File: config.mk
export PLATFORM = sky130hd
export DESIGN_NAME = exe_mem_stage
export DESIGN_NICKNAME = d
export VERILOG_FILES = /design/src/rtl/exe_mem_stage.sv
export SDC_FILE = /design/constraint.sdc
export NUM_CORES = 1
export LEC_CHECK = 0
export CAP_MARGIN = 5
export CORE_MARGIN = 2
export CORE_UTILIZATION = 40
export CTS_BUF_LIST = sky130_fd_sc_hd__clkbuf_2 sky130_fd_sc_hd__clkbuf_4 sky130_fd_sc_hd__clkbuf_8
export DETAILED_ROUTE_END_ITERATION = 16
export PLACE_DENSITY_LB_ADDON = 0.15
export SETUP_SLACK_MARGIN = 0.05
export SYNTH_ARGS = -nofsm -noshare
export SYNTH_HDL_FRONTEND = slang
export SYNTH_SLANG_ARGS = --single-unit
File: constraint.sdc
create_clock -name CLK -period 2.4 [get_ports CLK]
set_clock_uncertainty 0.2 [all_clocks]
set_input_delay 0.48 -clock CLK [delete_from_list [all_inputs] [get_ports CLK]]
set_output_delay 0.48 -clock CLK [all_outputs]
set_load 0.02 [all_outputs]
File: src/rtl/exe_mem_stage.sv
// Execute-to-memory pipeline stage: takes the ALU result bus, performs the data-memory
// access for loads/stores and presents one aligned commit packet to write-back.
//
// state | meaning
// IDLE  | no instruction held
// REQ   | memory request pending on the bus
// RSP   | waiting for the memory response
// WB    | commit packet presented to write-back
module exe_mem_stage #(
   parameter int XLEN              = 32,
   parameter int LOAD_FAULT_CAUSE  = 5,
   parameter int STORE_FAULT_CAUSE = 7
) (
   input  logic            CLK,
   input  logic            RST,
   input  logic            in_valid,
   output logic            in_ready,
   input  logic [73:0]     in_alu,
   input  logic [4:0]      in_rd,
   input  logic [2:0]      in_funct3,
   input  logic [1:0]      in_memaccess,
   input  logic [XLEN-1:0] in_storedata,
   input  logic [XLEN-1:0] in_pc,
   output logic            mem_req_valid,
   input  logic            mem_req_ready,
   output logic [XLEN-1:0] mem_req_addr,
   output logic [XLEN-1:0] mem_req_wdata,
   output logic [3:0]      mem_req_wstrb,
   output logic            mem_req_we,
   input  logic            mem_rsp_valid,
   input  logic [XLEN-1:0] mem_rsp_data,
   input  logic            mem_rsp_err,
   output logic            wb_valid,
   input  logic            wb_ready,
   output logic [4:0]      wb_rd,
   output logic [XLEN-1:0] wb_data,
   output logic            wb_trap,
   output logic [5:0]      wb_cause,
   output logic            wb_redirect,
   output logic [XLEN-1:0] wb_target,
   output logic [XLEN-1:0] wb_pc
);

   typedef enum logic [1:0] {S_IDLE, S_REQ, S_RSP, S_WB} state_t;

   state_t          state_q, state_d;
   logic [4:0]      rd_q, rd_d;
   logic [2:0]      funct3_q, funct3_d;
   logic            store_q, store_d;
   logic [XLEN-1:0] addr_q, addr_d;
   logic [XLEN-1:0] pc_q, pc_d;
   logic            req_valid_q, req_valid_d;
   logic [XLEN-1:0] req_addr_q, req_addr_d;
   logic [XLEN-1:0] req_wdata_q, req_wdata_d;
   logic [3:0]      req_wstrb_q, req_wstrb_d;
   logic            req_we_q, req_we_d;
   logic            wb_valid_q, wb_valid_d;
   logic [4:0]      wb_rd_q, wb_rd_d;
   logic [XLEN-1:0] wb_data_q, wb_data_d;
   logic            wb_trap_q, wb_trap_d;
   logic [5:0]      wb_cause_q, wb_cause_d;
   logic            wb_redirect_q, wb_redirect_d;
   logic [XLEN-1:0] wb_target_q, wb_target_d;
   logic [XLEN-1:0] wb_pc_q, wb_pc_d;

   logic            accept;
   logic [1:0]      in_type;
   logic [XLEN-1:0] in_addr;
   logic [3:0]      st_wstrb;
   logic [XLEN-1:0] st_wdata;
   logic [XLEN-1:0] load_shifted;
   logic [XLEN-1:0] load_data;

   assign in_type  = in_alu[72:71];
   assign in_addr  = in_alu[38:7];
   assign in_ready = !RST && ((state_q == S_IDLE) || (state_q == S_WB && wb_ready));
   assign accept   = in_valid && in_ready;

   assign mem_req_valid = req_valid_q;
   assign mem_req_addr  = req_addr_q;
   assign mem_req_wdata = req_wdata_q;
   assign mem_req_wstrb = req_wstrb_q;
   assign mem_req_we    = req_we_q;
   assign wb_valid      = wb_valid_q;
   assign wb_rd         = wb_rd_q;
   assign wb_data       = wb_data_q;
   assign wb_trap       = wb_trap_q;
   assign wb_cause      = wb_cause_q;
   assign wb_redirect   = wb_redirect_q;
   assign wb_target     = wb_target_q;
   assign wb_pc         = wb_pc_q;

   // Store lane placement: narrow data is replicated so any byte lane selected by wstrb is valid.
   always_comb begin
      case (in_funct3[1:0])
         2'd0: begin
            st_wstrb = 4'b0001 << in_addr[1:0];
            st_wdata = {4{in_storedata[7:0]}};
         end
         2'd1: begin
            st_wstrb = 4'b0011 << in_addr[1:0];
            st_wdata = {2{in_storedata[15:0]}};
         end
         default: begin
            st_wstrb = 4'b1111;
            st_wdata = in_storedata;
         end
      endcase
   end

   always_comb begin
      load_shifted = mem_rsp_data >> {addr_q[1:0], 3'b000};
      case (funct3_q)
         3'd0:    load_data = {{(XLEN-8){load_shifted[7]}}, load_shifted[7:0]};
         3'd1:    load_data = {{(XLEN-16){load_shifted[15]}}, load_shifted[15:0]};
         3'd4:    load_data = {{(XLEN-8){1'b0}}, load_shifted[7:0]};
         3'd5:    load_data = {{(XLEN-16){1'b0}}, load_shifted[15:0]};
         default: load_data = load_shifted;
      endcase
   end

   always_comb begin
      state_d       = state_q;
      rd_d          = rd_q;
      funct3_d      = funct3_q;
      store_d       = store_q;
      addr_d        = addr_q;
      pc_d          = pc_q;
      req_valid_d   = req_valid_q;
      req_addr_d    = req_addr_q;
      req_wdata_d   = req_wdata_q;
      req_wstrb_d   = req_wstrb_q;
      req_we_d      = req_we_q;
      wb_valid_d    = wb_valid_q;
      wb_rd_d       = wb_rd_q;
      wb_data_d     = wb_data_q;
      wb_trap_d     = wb_trap_q;
      wb_cause_d    = wb_cause_q;
      wb_redirect_d = wb_redirect_q;
      wb_target_d   = wb_target_q;
      wb_pc_d       = wb_pc_q;

      case (state_q)
         S_REQ: begin
            if (mem_req_ready) begin
               state_d     = S_RSP;
               req_valid_d = 1'b0;
               req_addr_d  = '0;
               req_wdata_d = '0;
               req_wstrb_d = '0;
               req_we_d    = 1'b0;
            end
         end
         S_RSP: begin
            if (mem_rsp_valid) begin
               state_d       = S_WB;
               wb_valid_d    = 1'b1;
               wb_pc_d       = pc_q;
               wb_redirect_d = 1'b0;
               if (mem_rsp_err) begin
                  wb_trap_d   = 1'b1;
                  wb_cause_d  = store_q ? 6'(STORE_FAULT_CAUSE) : 6'(LOAD_FAULT_CAUSE);
                  wb_target_d = addr_q;
                  wb_rd_d     = '0;
                  wb_data_d   = '0;
               end else begin
                  wb_trap_d   = 1'b0;
                  wb_cause_d  = '0;
                  wb_target_d = '0;
                  wb_rd_d     = store_q ? 5'd0 : rd_q;
                  wb_data_d   = store_q ? '0 : load_data;
               end
            end
         end
         S_WB: begin
            if (wb_ready) begin
               state_d       = S_IDLE;
               wb_valid_d    = 1'b0;
               wb_rd_d       = '0;
               wb_data_d     = '0;
               wb_trap_d     = 1'b0;
               wb_cause_d    = '0;
               wb_redirect_d = 1'b0;
               wb_target_d   = '0;
               wb_pc_d       = '0;
            end
         end
         default: ;
      endcase

      // A new packet overrides the WB drain above; invalid ALU packets are swallowed here.
      if (accept) begin
         rd_d     = in_rd;
         funct3_d = in_funct3;
         store_d  = (in_memaccess == 2'd1);
         addr_d   = in_addr;
         pc_d     = in_pc;
         if (in_alu[73]) begin
            if (in_type == 2'd3) begin
               state_d       = S_WB;
               wb_valid_d    = 1'b1;
               wb_trap_d     = 1'b1;
               wb_cause_d    = in_alu[6:1];
               wb_target_d   = in_addr;
               wb_redirect_d = 1'b0;
               wb_rd_d       = '0;
               wb_data_d     = '0;
               wb_pc_d       = in_pc;
            end else if (in_type == 2'd0 && !in_memaccess[1]) begin
               state_d     = S_REQ;
               req_valid_d = 1'b1;
               req_addr_d  = {in_addr[XLEN-1:2], 2'b00};
               req_we_d    = in_memaccess[0];
               req_wstrb_d = in_memaccess[0] ? st_wstrb : 4'b0000;
               req_wdata_d = in_memaccess[0] ? st_wdata : '0;
            end else begin
               state_d       = S_WB;
               wb_valid_d    = 1'b1;
               wb_trap_d     = 1'b0;
               wb_cause_d    = '0;
               wb_data_d     = in_alu[70:39];
               wb_rd_d       = in_rd;
               wb_redirect_d = in_alu[0];
               wb_target_d   = in_addr;
               wb_pc_d       = in_pc;
            end
         end
      end
   end

   always_ff @(posedge CLK) begin
      if (RST) begin
         state_q       <= S_IDLE;
         rd_q          <= '0;
         funct3_q      <= '0;
         store_q       <= 1'b0;
         addr_q        <= '0;
         pc_q          <= '0;
         req_valid_q   <= 1'b0;
         req_addr_q    <= '0;
         req_wdata_q   <= '0;
         req_wstrb_q   <= '0;
         req_we_q      <= 1'b0;
         wb_valid_q    <= 1'b0;
         wb_rd_q       <= '0;
         wb_data_q     <= '0;
         wb_trap_q     <= 1'b0;
         wb_cause_q    <= '0;
         wb_redirect_q <= 1'b0;
         wb_target_q   <= '0;
         wb_pc_q       <= '0;
      end else begin
         state_q       <= state_d;
         rd_q          <= rd_d;
         funct3_q      <= funct3_d;
         store_q       <= store_d;
         addr_q        <= addr_d;
         pc_q          <= pc_d;
         req_valid_q   <= req_valid_d;
         req_addr_q    <= req_addr_d;
         req_wdata_q   <= req_wdata_d;
         req_wstrb_q   <= req_wstrb_d;
         req_we_q      <= req_we_d;
         wb_valid_q    <= wb_valid_d;
         wb_rd_q       <= wb_rd_d;
         wb_data_q     <= wb_data_d;
         wb_trap_q     <= wb_trap_d;
         wb_cause_q    <= wb_cause_d;
         wb_redirect_q <= wb_redirect_d;
         wb_target_q   <= wb_target_d;
         wb_pc_q       <= wb_pc_d;
      end
   end

endmodule

==> run_results.csv <==
group,metric,value,unit
pwr,totalPowerFinal,10.5,mW
cts,cts_made_buffers,44,
timing,post-route-period-util,0.937,
worst_setup_path,startpoint_type,"flop",
min_path,whs_path_depth,2,
worst_setup_path,path_class,"flop to primary output",
timing,hold_viol_final,0,
timing,final_max_slew_viol_count,0,
yosys,yosys.area_share.simple,0.237,
timing,fmax,445,MHz
grt,grt_overflow,0,
yosys,synth_cell_types,47,
place,gp_congestion,0.887,
cts,clk_latency,0.55,ns
place,dp_hpwl,26500,um
worst_setup_path,cp.arrival,1.57,ns
grt,grt_pass1_vias,10900,
finish,nFillCells,2299,
yosys,ys.flop_type,"dfxtp_1",
yosys,yosys_register_bits,255,
floorplanning,io_pins,368,
cts,path_clk_slew,0.06,ns
yosys,yosys_warnings,0,
worst_setup_path,crit_chain,"clkdlybuf4s50_1",
drt,wl_met1,16100,um
cts,htree_levels,2,
yosys,synthXorXnorAreaFrac,0.000833,
worst_setup_path,crit_cells,1,
finish,fin_area,16000,um2
worst_setup_path,end_kind,"primary output",
worst_setup_path,crit_start,"wb_data[12]$_SDFF_PP0_",
place,port-buffer-count,367,
finish,area_delta_synth_final,52.3,%
yosys,synth.largest_area_cell,"dfxtp_1",
yosys,synthAdderAreaFrac,0,
timing,period_minus_slack,2.25,ns
place,place_area,15000,um2
floorplanning,start_util,0.406,
yosys,netlist_area,10500,um2
grt,grtUsageTotal,0.269,
timing,grt_setup_unrepaired,"false",
floorplanning,die_w,166,um
drt,route.met2.wl,17900,um
drt,top_layer,"met4",
cts,cts_sinks,255,
yosys,synth_nets,1450,
grt,grt_first_pass_wirelength,60500,um
grt,antenna_found_initial,2,
drt,drtAntennaViolNets,0,
floorplanning,die_height,166,um
worst_setup_path,crit_buf_inv,1,
finish,drive_above_1_share,0.106,
drt,wl_met3,3460,um
status,status,"finished clean",
drt,routed_wl,38600,um
worst_setup_path,worstPathRequired,1.72,ns
cts,clockRootBuffer,"clkbuf_8",
yosys,synth_top_family_by_area,"simple AND/OR/NAND/NOR gates",
timing,setup_viol,0,
worst_setup_path,cpMaxStageDelayCell,"clkdlybuf4s50_1",
cts,clock_path_buffers,3,
drt,dr.pass1.iters,5,
worst_setup_path,cp_max_fo,2,
yosys,synth_edf_count,0,
yosys,synth_mux_area_frac,0.0404,
yosys,yosys.area.top_type_share,0.486,
worst_setup_path,rr_worst_depth,6,
yosys,ys_seq_area_frac,0.486,
worst_setup_path,reg2reg_to,"wb_rd[3]$_SDFF_PP0_",
yosys,avgSynthCellArea,8.32,um2
floorplanning,fp-row-count,59,
drt,drtIter0Drc,921,
worst_setup_path,crit-reg2reg-launch,"state_q[0]$_SDFF_PP0_",
drt,wl_per_cell,19.2,um
finish,post-route-util,0.618,
timing,fin_setup_tns,0,ns
yosys,synth_compound_area_frac,0.190,
worst_setup_path,slowest_delay,0.69,ns
drt,post-route-drc-count,0,
timing,relSlewSlack,0.545,
timing,worst_slack,0.152,ns
yosys,synth_area_leaders,"dfxtp_1 49%, nand2_1 9.4%, nand3_1 6.0%",
timing,tightest_slew,0.682,ns
pwr,powerDensity,656,nW/um2
drt,vias_per_cell,5.47,
worst_setup_path,rrSetupSlack,0.29,ns
pwr,irDropWorstVdd,0.000401,V
place,pre_cts_slack,-0.277,ns
flow_run,drv_cap,0,
pwr,p_leak,6.26,nW
grt,grt_max_degree,133,
worst_setup_path,cp-endpoint,"wb_data[12]",
worst_setup_path,critical-path-top-delay-family,"buffers and inverters",
min_path,min_path_type,"flop to flop",
floorplanning,fp.coreArea,25900,um2
finish,layout.nets,1832,
drt,dr_total_vias,11000,
floorplanning,die_area,27600,um2
yosys,synth_cells,1263,
yosys,synthArstFlopShare,0,
cts,cts_tree,"yes",
Yosys cell counts, types with 2 or more instances:
master and instances:
a221oi_1 59, o22ai_1 14, buf_2 23, a211oi_1 22
nand3b_1 3, dfxtp_1 255, a21boi_0 7, o2bb2ai_1 31
inv_1 3, and3_1 6, clkbuf_1 76, nor2b_1 13
nor2_1 94, a21oi_1 46, a22oi_1 7, mux2i_1 39
nor3_1 59, a31oi_1 40, nand2_1 263, nand2b_1 2
buf_1 9, and2_1 2, o21ai_0 20, nand3_1 126
o21a_1 2, a22o_1 18, buf_4 4
how the worst min path moves through the flow:
stage	from	endpoint
finish	addr_q[16]$_SDFFE_PP0P_	addr_q[16]$_SDFFE_PP0P_
global route	addr_q[27]$_SDFFE_PP0P_	addr_q[27]$_SDFFE_PP0P_
floorplan	rd_q[4]$_SDFFE_PP0P_	rd_q[4]$_SDFFE_PP0P_
CTS	in_funct3[2]	funct3_q[2]$_SDFFE_PP0P_
global placement	pc_q[6]$_SDFFE_PP0P_	pc_q[6]$_SDFFE_PP0P_
detailed placement	addr_q[16]$_SDFFE_PP0P_	addr_q[16]$_SDFFE_PP0P_
power by group:
part           internal, mW  leakage, nW  switching (mW)  total (mW)
combinational         0.826         3.67           0.891        1.72
sequential             4.44         2.08           0.120        4.56
clock                  2.46        0.507            1.77        4.23
total                  7.72         6.26            2.78        10.5
placed cells by master, fill, tap and decap left out, types with 3 or more instances in the layout:
cell,instances
nand2_1,261
a211oi_1,22
a21oi_1,46
nor2_4,3
and3_1,6
nor3_1,59
inv_1,3
a31oi_1,40
nand3b_1,3
clkbuf_4,16
dfxtp_1,255
o21ai_0,20
a22o_1,18
a221oi_1,59
a22oi_1,7
clkinv_2,3
nand3_1,126
mux2i_1,39
nor2b_1,13
o2bb2ai_1,31
buf_4,61
clkbuf_8,56
nor2_1,90
o22ai_1,14
a21boi_0,7
buf_12,22
clkdlybuf4s50_1,365
what timing repair did:
action,in CTS,in global routing
buffers inserted,0,1
gates resized for setup,4,1
gates cloned,0,0
endpoints found under the hold margin,0,0
endpoints found under the setup margin,1,1
hold buffers,0,0
pin swaps,0,1
through the flow:
stage	hold WS, ns	std cells
finish	0.252	2015
global route	0.268	2014
CTS	0.253	2012
detailed placement	0.245	1933
global placement	0.240	1933
floorplan	0.234	1263
final cells by class:
type | count | area [um2] | share of cell area
clock inverter | 7 | 68.8 | 0.00430
antenna | 2 | 5.00 | 0.000313
clock buffer | 72 | 891 | 0.0556
multi-input combinational | 891 | 4950 | 0.309
tap | 335 | 419 | 0.0262
sequential | 255 | 5100 | 0.319
inverter | 4 | 15.0 | 0.000938
timing repair buffer | 449 | 4560 | 0.285
flip-flops by register name (all words and copies together), names as in the netlist:
name and cells:
wb_target 32, pc_q 32, wb_pc 32, mem_req_addr 32, mem_req_we 1, wb_redirect 1
wb_valid 1, store_q 1, mem_req_wstrb 4, state_q 2, funct3_q 3, mem_req_valid 1
rd_q 5, wb_rd 5, wb_trap 1, addr_q 32, mem_req_wdata 32, wb_cause 6
wb_data 32
kinds of logic (layout without fill, tap and decap cells):
kind of cell,count (synthesis),after routing
buffers and inverters,117,532
AND/OR/NAND/NOR,574,574
flip-flops,255,255
AO/OA/AOI/OAI,275,275
XOR/XNOR,1,1
other,0,2
multiplexers,41,41
metal layers:
layer	vias up	track usage
met5	-	0
met4	0	0.0934
met3	70	0.0739
met2	453	0.438
met1	5204	0.344
li1	5287	-
(Power assumes the default switching activity.)
==> RTL edit 1: new RTL, same settings <==
`req_addr_q` no longer has a reset.
--- a/src/rtl/exe_mem_stage.sv
+++ b/src/rtl/exe_mem_stage.sv
@@ -237,7 +237,6 @@
          addr_q        <= '0;
          pc_q          <= '0;
          req_valid_q   <= 1'b0;
-         req_addr_q    <= '0;
          req_wdata_q   <= '0;
          req_wstrb_q   <= '0;
          req_we_q      <= 1'b0;
@@ -257,7 +256,6 @@
          addr_q        <= addr_d;
          pc_q          <= pc_d;
          req_valid_q   <= req_valid_d;
-         req_addr_q    <= req_addr_d;
          req_wdata_q   <= req_wdata_d;
          req_wstrb_q   <= req_wstrb_d;
          req_we_q      <= req_we_d;
@@ -272,5 +270,9 @@
       end
    end
 
+   always_ff @(posedge CLK) begin
+      req_addr_q <= req_addr_d;
+   end
+
 endmodule
 
Formal check against the unedited RTL: differs if RST is asserted again (counterexample within 4 cycles, from zero or initial values and one cycle with RST high); with RST held inactive, the same outputs for 4 cycles.
==> RTL edit 1 against the original RTL <==
Worst setup slack lost 0.0012 ns; utilization grew 0.90 points; area after synthesis shrank 1.2%; register-to-register slack lost 0.10 ns; hold slack lost 0.11 ns; die area shrank 1.2%; sequential cell count is the same; synthesized cell count shrank 4.8%; wire length shrank 6.9%; final area shrank 0.84%; sequential share of layout area grew 0.28 points; power grew 2.8%; non-clock buffer count is the same; count of clock-buffer cells in the layout shrank 1; critical endpoint is now wb_target[0].
==> RTL edit 1: results (changes against the original RTL) <==
Final layout
  • Fillers: 2,220 (was 2,299)
  • Fraction of cell area in non-clock buffers: 28.3% (was 28.5%)
  • Clock-cell share of area: 6.20% (was 5.99%)
  • Diode insertion count for antenna repair: 5 (was 2)
  • Final Util: 62.7% (was 61.8%)
  • # nets final: 1,780 (was 1,832)

Global route
  • Met2 demand-to-capacity share in global routing: 40.7% (was 43.8%)
  • Met1 usage: 32.5% (was 34.4%)
  • First-pass GRT wire length: 55,000 um (was 60,500 um)
  • All-layer global routing usage: 25.4% (was 26.9%)

Placed design
  • Last weighted congestion value of the routability-driven placer: 0.817 (was 0.887)
  • Post-Place Worst Slack: -0.536 ns (was -0.277 ns)
  • Standard cell area after detailed placement: 14,900 um^2 (was 15,000 um^2)

Worst hold path
  • HP Start: RST (was addr_q[16])
  • Hold/Removal Path Class: primary input to register (was register to register)

Setup path
  • FF-to-FF End: wb_data[31] (was wb_rd[3])
  • Launch point of the worst path: wb_target[0] (was wb_data[12])
  • Delay contributed by the slowest stage of the critical path: 0.67 ns (was 0.69 ns)

Outcome
  • Status: completed (unchanged)

Detailed routing
  • Routed metal-1 wirelength: 15,200 um (was 16,100 um)
  • Iter 0 DRT Violations: 691 (was 921)
  • Drt pass-1 iters: 6 (was 5)
  • Uppermost metal layer occupied by signal nets: met5 (was met4)

Power and ir drop
  • Flop pwr share: 42.6% (was 43.4%)
  • Areal power density over the cells: 680 nW/um^2 (was 656 nW/um^2)

Yosys
  • Syn Inst Count: 1,203 (was 1,263)
## RTL edit 1: cell count changes after synthesis, sizes merged, moves of 10 or more
cell and change:
a211oi +10, a21oi +49, a221oi -59, a22o +22, a22oi +38, a32oi +11, buf +19, clkbuf -25
nand3 -92, nor2 -21, nor3 -47, o2bb2ai -11
## RTL edit 1: worst min-delay path by stage
stage                         to  slack, ns  cells past startpoint
6_report       mem_req_wdata[10]       0.14                      3
3_5_place_dp          addr_q[22]       0.25                      2
2_1_floorplan            rd_q[4]       0.23                      2
5_1_grt         mem_req_wdata[9]       0.14                      3
4_1_cts         mem_req_wdata[9]       0.14                      3
3_3_place_gp             rd_q[4]       0.24                      2
## RTL edit 1: timing repair
item                       in CTS  in global routing
buffers inserted                0                  0
gates resized for setup         4                  1
setup endpoints to repair      10                  1
hold buffers                    0                  0
pin swaps                       1                  0
gates cloned                    1                  0
## RTL edit 1: logic make-up after synthesis
logic type      synth area share [%]
flops                           49.2
compound gates                  24.4
simple gates                    16.9
mux                             4.73
buf+inv                         4.72
==> RTL edit 2: new RTL, same settings <==
Without the edit above. Change the parameter `STORE_FAULT_CAUSE` from 7 to 3.
--- a/src/rtl/exe_mem_stage.sv
+++ b/src/rtl/exe_mem_stage.sv
@@ -9,7 +9,7 @@
 module exe_mem_stage #(
    parameter int XLEN              = 32,
    parameter int LOAD_FAULT_CAUSE  = 5,
-   parameter int STORE_FAULT_CAUSE = 7
+   parameter int STORE_FAULT_CAUSE = 3
 ) (
    input  logic            CLK,
    input  logic            RST,
Formal check against the unedited RTL: not equivalent (a bounded check fails within 4 cycles, from zero or initial values and one cycle with RST high).
==> RTL edit 2 against the original RTL <==
Area after synthesis rose by 1.0%; largest cell class unchanged; non-clock buffer count fell by 1; wire length fell by 4.5%; power fell by 0.87%; critical path type unchanged; worst setup slack improved by 0.014 ns; critical path depth did not move; cell count fell by 2.5%; maximum frequency rose by 0.63%; sequential cell count did not move; final area rose by 0.54%.
==> RTL edit 2: results (changes against the original RTL) <==
Yosys
  • Fraction of synthesis flops using an asynchronous set or reset pin: 0% (unchanged)
  • Synth cell count leaders: sky130_fd_sc_hd__dfxtp_1, sky130_fd_sc_hd__nand2_1, sky130_fd_sc_hd__a21oi_1 (was sky130_fd_sc_hd__nand2_1, sky130_fd_sc_hd__dfxtp_1, sky130_fd_sc_hd__nand3_1)
  • Synth warnings: 0 (unchanged)
  • Syn Nets: 1,409 (was 1,450)
  • Synth Flop Type: sky130_fd_sc_hd__dfxtp_1 (unchanged)
  • Count of different cell masters after synthesis: 52 (was 47)
  • Post-synthesis sequential area ratio: 48.1% (was 48.6%)
  • Leading post-synthesis cells by cell area: sky130_fd_sc_hd__dfxtp_1, sky130_fd_sc_hd__a21oi_1, sky130_fd_sc_hd__nand2_1 (was sky130_fd_sc_hd__dfxtp_1, sky130_fd_sc_hd__nand2_1, sky130_fd_sc_hd__nand3_1)

Setup path
  • Slowest cell on the critical path: sky130_fd_sc_hd__clkdlybuf4s50_1 (unchanged)
  • Crit path max fanout: 2 (unchanged)
  • Critical path arrival: 1.55 ns (was 1.57 ns)
  • Kind of cell adding the most delay to the critical path: buffers and inverters (unchanged)

Detailed routing
  • Final ANT Viol Nets: 0 (unchanged)
  • Final routed wire length divided by cell count: 18.8 um (was 19.2 um)
  • Iter 0 DRT Violations: 597 (was 921)
  • Drt pass-1 iters: 5 (unchanged)
  • Via density per instance: 5.49 (was 5.47)

Final layout
  • Share of post-route cells with drive strength above 1: 11.4% (was 10.6%)
  • Fillers: 2,320 (was 2,299)
  • # nets final: 1,783 (was 1,832)

Worst hold path
  • Hold/Removal Path Class: primary input to register (was register to register)

Power and ir drop
  • Leak Pwr: 5.66 nW (was 6.26 nW)
  • Maximum VDD drop: 0.387 mV (was 0.401 mV)

CTS
  • PostCTS Resize Cnt: 3 (was 4)
  • Clock transition at the registers of the reported paths: 0.06 ns (about the same)
  • Clock root cell: sky130_fd_sc_hd__clkbuf_8 (unchanged)
  • Post-CTS setup buffer count: 0 (unchanged)
  • H-tree level count: 2 (unchanged)
  • Longest Clk Path Bufs: 3 (unchanged)
  • Clock network latency to the later pin of the worst-skew pair: 0.54 ns
  • Cts bufs inserted: 44 (unchanged)

Global route
  • Number of global-route vias before repair: 10,526 (was 10,928)
  • Maximum number of pins on one net before global-route repair: 61 (was 133)
  • Number of antenna violations at the first check in global routing: 2 (unchanged)
  • First-pass GRT wire length: 57,400 um (was 60,500 um)
  • All-layer global routing usage: 25.2% (was 26.9%)

Outcome
  • Status: completed (unchanged)

Placed design
  • Standard cell area after detailed placement: 15,100 um^2 (was 15,000 um^2)
  • Count of buffers from port buffering: 367 (unchanged)
  • Last weighted congestion value of the routability-driven placer: 0.874 (was 0.887)
  • Final HPWL DP: 26,000 um (was 26,500 um)
  • Post-Place Worst Slack: -0.261 ns (was -0.277 ns)

STA
  • Slew margin rel.: 44.4% (was 54.5%)
-- RTL edit 2: area by class of cell --
cell class	instances	area share, %
Timing Repair Buffer	448	28.5
Tap cell	335	2.60
Clock buffer	70	5.56
Sequential cell	255	31.7
Antenna cell	1	0.0155
Clock inverter	8	0.505
Inverter	5	0.117
Multi-Input combinational cell	842	31.0
-- RTL edit 2: cells by family (layout without fill, tap and decap cells) --
| logic type | Yosys count | in the layout | synth area share (%) |
|---|---|---|---|
| other cells | 0 | 1 | 0 |
| simple gates | 377 | 377 | 16.7 |
| compound gates | 425 | 425 | 25.9 |
| buf+inv | 125 | 531 | 5.36 |
| flops | 255 | 255 | 48.1 |
| mux | 40 | 40 | 3.99 |
-- RTL edit 2: metrics by stage --
stage          util, %  cells
2_1_floorplan        -   1222
3_3_place_gp      58.0   1885
3_5_place_dp      58.0   1885
4_1_cts           61.8   1963
5_1_grt           61.8   1964
6_report          61.8   1964
-- RTL edit 2: worst paths after layout --
path | startpoint | to | slack, ns | cells past startpoint
setup reg to reg | state_q[1] | wb_cause[2] | 0.30 | 5
hold / removal | RST | wb_rd[2] | 0.19 | 3
setup / recovery | wb_rd[2] | wb_rd[2] | 0.17 | 1
hold reg to reg | addr_q[16] | addr_q[16] | 0.25 | 2
-- RTL edit 2: power by group --
part | total (mW) | switching, mW | internal (mW)
logic | 1.60 | 0.814 | 0.790
clock network | 4.27 | 1.80 | 2.48
registers | 4.53 | 0.112 | 4.42
-- RTL edit 2: layer usage --
metal	GRT usage (%)	wire length, um	part of all wire (%)	vias to the layer above
li1	-	-	-	5199
met1	33.5	15900	43	5095
met2	41.0	17200	47	425
met3	5.94	2900	7.9	60
met4	7.57	871	2.4	2
met5	0	13	0.035	-
